--- src/rtl/pipe_stage_reg_if.sv ---
// Valid/ready/data handshake bundle carrying one packed multi-channel pipeline word.
interface pipe_stage_reg_if #(
  parameter int unsigned DW = 24
) ();
  logic          valid;
  logic          ready;
  logic [DW-1:0] data;

  modport master (output valid, output data, input ready);
  modport slave  (input valid, input data, output ready);
endinterface

--- src/rtl/pipe_stage_reg.sv ---
// Inter-stage pipeline register with valid/ready handshake, synchronous flush and
// an optional 2-entry skid buffer that makes the upstream ready a flop output.
module pipe_stage_reg #(
  parameter int unsigned WIDTH    = 8,
  parameter int unsigned CHANNELS = 3,
  parameter int unsigned SKID     = 1
) (
  input  logic                   clk,
  input  logic                   reset,
  input  logic                   flush,
  pipe_stage_reg_if.slave        up,
  pipe_stage_reg_if.master       dn,
  output logic [1:0]             occupancy
);
  localparam int unsigned DW = WIDTH * CHANNELS;

  typedef enum logic [1:0] {
    EMPTY = 2'd0,
    ONE   = 2'd1,
    TWO   = 2'd2
  } state_t;

  state_t        state, state_d;
  logic [DW-1:0] main_q, skid_q;
  logic          ready_q, ready_d;
  logic          accept, take;
  logic          load_in, load_skid, pop_skid;

  // Without the skid entry, ready must see downstream ready in the same cycle.
  assign up.ready  = (SKID != 0) ? ready_q : (dn.ready | (state == EMPTY));
  assign dn.valid  = (state != EMPTY);
  assign dn.data   = main_q;
  assign occupancy = 2'(state);

  assign accept = up.valid & up.ready;
  assign take   = dn.valid & dn.ready;

  always_comb begin
    state_d   = state;
    load_in   = 1'b0;
    load_skid = 1'b0;
    pop_skid  = 1'b0;
    if (flush) begin
      state_d = EMPTY;
    end else begin
      case (state)
        EMPTY: begin
          if (accept) begin
            state_d = ONE;
            load_in = 1'b1;
          end
        end
        ONE: begin
          if (accept && !take && (SKID != 0)) begin
            state_d   = TWO;
            load_skid = 1'b1;
          end else if (accept) begin
            load_in = 1'b1;
          end else if (take) begin
            state_d = EMPTY;
          end
        end
        TWO: begin
          if (take) begin
            state_d  = ONE;
            pop_skid = 1'b1;
          end
        end
        default: state_d = EMPTY;
      endcase
    end
    ready_d = (state_d != TWO);
  end

  always_ff @(posedge clk) begin
    if (!reset) begin
      state   <= EMPTY;
      main_q  <= '0;
      skid_q  <= '0;
      ready_q <= 1'b1;
    end else begin
      state   <= state_d;
      ready_q <= ready_d;
      if (load_in)       main_q <= up.data;
      else if (pop_skid) main_q <= skid_q;
      if (load_skid)     skid_q <= up.data;
    end
  end
endmodule

--- src/flat_wrapper.sv ---
// flat-port wrapper written by rule: the top's interface ports become plain ports
module pipe_stage_reg_flat 
#(
  parameter int unsigned WIDTH    = 8,
  parameter int unsigned CHANNELS = 3,
  parameter int unsigned SKID     = 1
)
  (clk, reset, flush, occupancy, up_valid, up_data, up_ready, dn_valid, dn_data, dn_ready);
  pipe_stage_reg_if #(.DW(((8) * (3)))) up_i ();
  pipe_stage_reg_if #(.DW(((8) * (3)))) dn_i ();
  input  logic clk;
  input  logic reset;
  input  logic flush;
  output logic [1:0] occupancy;
  input wire logic [$bits(up_i.valid)-1:0] up_valid;
  input wire logic [$bits(up_i.data)-1:0] up_data;
  output wire logic [$bits(up_i.ready)-1:0] up_ready;
  output wire logic [$bits(dn_i.valid)-1:0] dn_valid;
  output wire logic [$bits(dn_i.data)-1:0] dn_data;
  input wire logic [$bits(dn_i.ready)-1:0] dn_ready;
  assign up_i.valid = up_valid;
  assign up_i.data = up_data;
  assign up_ready = up_i.ready;
  assign dn_valid = dn_i.valid;
  assign dn_data = dn_i.data;
  assign dn_i.ready = dn_ready;
  pipe_stage_reg #(.WIDTH(WIDTH), .CHANNELS(CHANNELS), .SKID(SKID)) u_core (.clk(clk), .reset(reset), .flush(flush), .up(up_i), .dn(dn_i), .occupancy(occupancy));
endmodule
--- config.mk ---
export PLATFORM = sky130hd
export DESIGN_NAME = pipe_stage_reg_flat
export DESIGN_NICKNAME = d
export VERILOG_FILES = /design/src/rtl/pipe_stage_reg_if.sv /design/src/rtl/pipe_stage_reg.sv /design/src/flat_wrapper.sv
export SDC_FILE = /design/constraint.sdc
export NUM_CORES = 1
export LEC_CHECK = 0
export CORE_MARGIN = 8
export CORE_UTILIZATION = 43
export CTS_CLUSTER_SIZE = 40
export DETAILED_ROUTE_END_ITERATION = 10
export PLACE_DENSITY = 0.75
export SETUP_SLACK_MARGIN = 0.5
export SLEW_MARGIN = 20
export SYNTH_ARGS = -nofsm -noshare
export SYNTH_HDL_FRONTEND = slang
export SYNTH_SLANG_ARGS = --single-unit
--- constraint.sdc ---
create_clock -name clk -period 1.4 [get_ports clk]
set_input_delay 0.21 -clock clk [delete_from_list [all_inputs] [get_ports clk]]
set_output_delay 0.21 -clock clk [all_outputs]
set_load 0.05 [all_outputs]
Word-level counts from Yosys, hierarchy flattened
Cells that the tools add are included.
Operators by class
  equal/unequal tests: 3
  multiplexer cells: 19
  bitwise operators: 2
  reduce and logical (&&, ||, !) cells: 5
Operators by type and width (number)
  24-bit 2-to-1 mux: 2
  2-bit 2-to-1 mux: 6
  1-bit 2-to-1 mux: 9
  2-bit one-hot mux with 3 select lines: 1
  2-bit nonzero test: 2
  1-bit AND: 2
  2-bit by 1-bit == test with 1-bit output (second input constant): 1
  2-bit == test (second input constant): 1
  2-bit zero test: 1
  2-bit != test (second input constant): 1
  1-bit one-hot mux with 2 select lines: 1
  1-bit logical AND: 1
  1-bit zero test: 1
Word-level totals
  register bits: 51
  input bits: 29
  output and inout bits: 28
  word-level logic and storage cells: 33

Longest topological paths before layout
  depth in word-level cells: 8
  mapped depth: 6

Worst setup path after synthesis
Ideal clock, no wire load.
  path kind: reg-to-reg
  start point: reg u_core.ready_q (netlist: u_core.up.ready)
  end point: reg u_core.main_q[10] (netlist: u_core.dn.data[10])
  arrival time: 1737 ps
  data required time: 1278 ps
  path slack: -459 ps
  cell stages (with the launch flop): 6
  path buffers: 1
  clock period less this slack: 1859 ps
  cells stage by stage: dfxtp_1 nand2_1 or4b_4 clkbuf_1 o21ai_0 a31oi_1
Between the ends
  longest elaborated chain between the ends: 6
  elaborated cells between the ends (all ways): 8
  classes of those cells: 5 x mux; 1 x bitwise; 2 x reduce/logical
RTL lines
  start, declared: line pipe_stage_reg.sv:25  | logic ready_q, ready_d;
  start signal, assigned: line pipe_stage_reg.sv:83  | ready_q <= ready_d;
  1-bit AND (*): line pipe_stage_reg.sv:35  | assign accept = up.valid & up.ready;
  1-bit 2-to-1 mux or 1-bit logical AND (tied branches): line pipe_stage_reg.sv:48, pipe_stage_reg.sv:57, pipe_stage_reg.sv:54
  1-bit 2-to-1 mux: line pipe_stage_reg.sv:54  | if (accept && !take && (SKID != 0)) begin
  1-bit one-hot mux with 2 select lines (*): line pipe_stage_reg.sv:46  | case (state)
  1-bit 2-to-1 mux (*): line pipe_stage_reg.sv:43  | if (flush) begin
  24-bit 2-to-1 mux or 2-bit nonzero test (tied branches)
  end signal, assigned: line pipe_stage_reg.sv:84  | if (load_in) main_q <= up.data;
  end signal, assigned: line pipe_stage_reg.sv:85  | else if (pop_skid) main_q <= skid_q;
  end, declared: line pipe_stage_reg.sv:24  | logic [DW-1:0] main_q, skid_q;
Mark *: on every way between the ends. The rest lies on a longest branch, timed or not.
A chain may end at the register's enable or synchronous reset.

Worst setup path in the final report
  start point: reg u_core.state[1] (netlist: u_core.occupancy[1])
  end point: reg u_core.main_q[4] (netlist: u_core.dn.data[4])
Between the ends
  longest elaborated chain between the ends: 8
  elaborated cells between the ends (all ways): 15
  classes of those cells: 2 x eq/ne; 7 x mux; 1 x bitwise; 5 x reduce/logical
RTL lines
  start, declared: line pipe_stage_reg.sv:23  | state_t state, state_d;
  start signal, assigned: line pipe_stage_reg.sv:82  | state <= state_d;
  2-bit nonzero test: line pipe_stage_reg.sv:31  | assign dn.valid = (state != EMPTY);
  1-bit AND: line pipe_stage_reg.sv:36  | assign take = dn.valid & dn.ready;
  1-bit zero test: line pipe_stage_reg.sv:54
  1-bit logical AND: line pipe_stage_reg.sv:54
  1-bit 2-to-1 mux: line pipe_stage_reg.sv:54
  1-bit one-hot mux with 2 select lines: line pipe_stage_reg.sv:46
  1-bit 2-to-1 mux: line pipe_stage_reg.sv:43
  24-bit 2-to-1 mux or 2-bit nonzero test (tied branches)
Several ways; a longest one is shown, not always the timed one.

==> flow_metrics.py <==
metrics = {
    "floorplanning": {
        "die_area_sq_um": 7360,
        "rows": 25,
        "die_w_microns": 85.8,
        "io_pins": 57,
        "start_util": 0.443,
        "core_area_sq_um": 4720,
        "die_h_microns": 85.8,
    },
    "timing": {
        "fin_setup_tns_ns": -2.95,
        "rsz0062_at_grt": "yes",
        "fin_skew_ns": 0.0122,
        "hold_violations": 0,
        "setup_viol": 46,
        "worst_pin_slew_ns": 0.261,
        "timing.final.crit_share": 1.16,
        "setup_ws_ns": -0.226,
        "max_slew_margin": 0.824,
        "fmax_mhz": 615,
        "final-max-slew-violation-count": 0,
        "post-route-min-period_ns": 1.63,
    },
    "layout": {
        "drive_gt1_frac": 0.445,
        "num-nets-final": 367,
        "num_antenna_cells": 0,
        "area_delta_synth_final_pct": 76.5,
        "finalInstanceArea_sq_um": 3700,
    },
    "power": {
        "p_leak_uw": 0.00140,
        "ir_drop_uv": 718,
        "p_per_area_nw_per_um2": 874,
        "finalPower_uw": 3230,
    },
    "place": {
        "dp_hpwl_microns": 3660,
        "place_area_sq_um": 3090,
        "port_buffers": 56,
        "gp_congestion": 0.744,
        "preCtsSetupSlack_ns": -0.465,
    },
    "setup_path": {
        "endpoint": "u_core.dn.data[4]",
        "startpoint": "u_core.occupancy[1]",
        "regToRegEndpoint": "u_core.dn.data[4]",
        "worstPathArrival_ns": 1.82,
        "cp_max_fo": 12,
        "regToRegStartpoint": "u_core.occupancy[1]",
        "end_kind": "flop",
        "cp_slowest_stage_delay_ns": 0.61,
        "critical-path-slowest-cell": "or4b_4",
        "worst-setup-path-type": "flop to flop",
        "path_cells": "or4b_4, buf_12, o21ai_0, a31oi_1",
        "worst_setup_path_start_kind": "flop",
        "timing.reg2reg.setup_slack_ns": -0.23,
        "cp_data_required_time_ns": 1.59,
        "ff2ff_path_depth": 4,
    },
    "yosys": {
        "post_synth_fa_ha_maj_area_fraction": 0,
        "yosysSeqAreaShare": 0.487,
        "async_reset_ff_frac": 0,
        "synth.avg_cell_area_sq_um": 8.18,
        "synth_top_area_cell": "dfxtp_1",
        "netlist_area_sq_um": 2090,
        "synth_compound_area_frac": 0.224,
        "post_synth_mux_area_share": 0.00538,
        "synth.top_cell.area_share": 0.487,
        "synth_commonest_cells": "98 x nand2_1, 51 x dfxtp_1, 26 x o21ai_0, 24 x a31oi_1, 13 x a21boi_0",
        "yosysWarnings": 0,
        "synth_top_family_by_area": "compound AO/OA/AOI/OAI gates",
        "ys_seq_elements": 51,
        "synth-xor-area-share": 0,
        "ys_types": 22,
        "post-synth-top-count-cell": "nand2_1",
        "syn-instance-count": 256,
        "synth_fp_nets": 285,
        "synth_edf_count": 0,
        "ys_top_cells_by_area": "dfxtp_1 49%, nand2_1 18%, a31oi_1 7.2%",
        "yosys.area_share.simple": 0.223,
        "synthFlopType": "dfxtp_1",
    },
    "route": {
        "wirelength_microns": 7510,
        "ant_nets": 0,
        "drt_iter0_drc": 226,
        "avgRoutedWirePerCell_microns": 18.5,
        "drt-pass1-iter-count": 4,
        "drc": 0,
        "viasPerCell": 5.61,
        "via_count": 2278,
    },
    "flow_run": {
        "maxCapViolations": 0,
    },
    "min_path": {
        "hp-class": "flop to flop",
    },
    "clock_network": {
        "insertion_delay_ns": 0.31,
        "root_buffer": "clkbuf_8",
        "cts_tree": "yes",
        "clock-sinks": 51,
        "hold_buffers": 0,
        "max-clock-path-buffers": 2,
        "path_clk_slew_ns": 0.10,
        "htreeDepth": 2,
        "cts_made_buffers": 5,
    },
    "outcome": {
        "violations": "setup timing",
        "status": "finished with violations",
    },
    "global_routing": {
        "track_usage": 0.174,
        "grt_max_degree": 51,
        "antenna_found_initial": 0,
        "grt_pass1_wl_microns": 10100,
        "grt_pass1_vias": 2092,
        "grt-ovfl-total": 0,
    },
}
## kinds of logic after synthesis
kind of cell	Yosys count
AOI/OAI and AO/OA	75
buffers and inverters	21
DFF	51
muxes	1
and+or+nand+nor	108
## worst min-delay path by stage
stage,endpoint,startpoint,slack (ns),cells past startpoint
final,u_core.dn.data[15],u_core.skid_q[15],0.46,2
after CTS,u_core.dn.data[20],u_core.skid_q[20],0.46,2
after global routing,u_core.occupancy[0],flush,0.47,4
after floorplan,u_core.occupancy[0],flush,0.28,1
after global placement,u_core.skid_q[20],u_core.skid_q[20],0.44,2
after detailed placement,u_core.skid_q[10],u_core.skid_q[10],0.45,2
## power by group
| part | internal [uW] | switching (uW) |
|---|---|---|
| combinational | 407 | 391 |
| clock | 350 | 507 |
| sequential | 1510 | 61.7 |
## sequential cells by signal (all words and copies together), names as in the netlist
name,cells
u_core.dn.data,24
u_core.skid_q,24
u_core.occupancy,2
u_core.up.ready,1
## cell usage in the layout (no fill, tap or decap), drive strengths merged
cell and count:
or2 1, buf 63, dfxtp 51, dlygate4sd2 3
nand2b 2, nand2 98, clkinv 1, a31oi 24
nor3b 2, or4 3, clkinvlp 1, and2 1
nor4 1, clkdlybuf4s50 25, a21boi 24, a2bb2oi 1
mux2 1, nor3 1, inv 2, clkbuf 7
o21ai 26, or4b 1
## per-layer routing
metal | vias up | track usage | share of wire
li1 | 1036 | - | -
met1 | 1089 | 0.189 | 0.39
met2 | 124 | 0.312 | 0.51
met3 | 29 | 0.0468 | 0.065
met4 | 0 | 0.0669 | 0.031
met5 | - | 0 | 0
## through the flow
| step | std cells | util | hold WS (ns) |
|---|---|---|---|
| 4_1_cts | 397 | 0.723 | 0.459 |
| 3_5_place_dp | 376 | 0.654 | 0.446 |
| 6_report | 406 | 0.783 | 0.455 |
| 2_1_floorplan | 256 | - | 0.276 |
| 5_1_grt | 406 | 0.783 | 0.469 |
| 3_3_place_gp | 376 | 0.654 | 0.440 |
## critical path, delay by kind of cell (launching register included)
kind / cells / cell delay (ns)
simple gates: 1 / 0.61
buf+inv: 1 / 0.18
compound gates: 2 / 0.34
flops: 1 / 0.38
## layout make-up
class	instances	area, sq um
inverters	1	3.75
well taps	67	83.8
clock buffers	5	68.8
repair buffers	93	1300
flip-flops and latches	51	1070
fillers	273	1030
clock inverters	3	18.8
multi-input cells	186	1160
## repair_timing
action | in CTS | in global routing
gates cloned | 5 | 2
setup buffers | 8 | 7
pin swaps | 11 | 29
setup endpoints to repair | 79 | 79
gates resized for setup | 54 | 49
(Power assumes the default switching activity.)
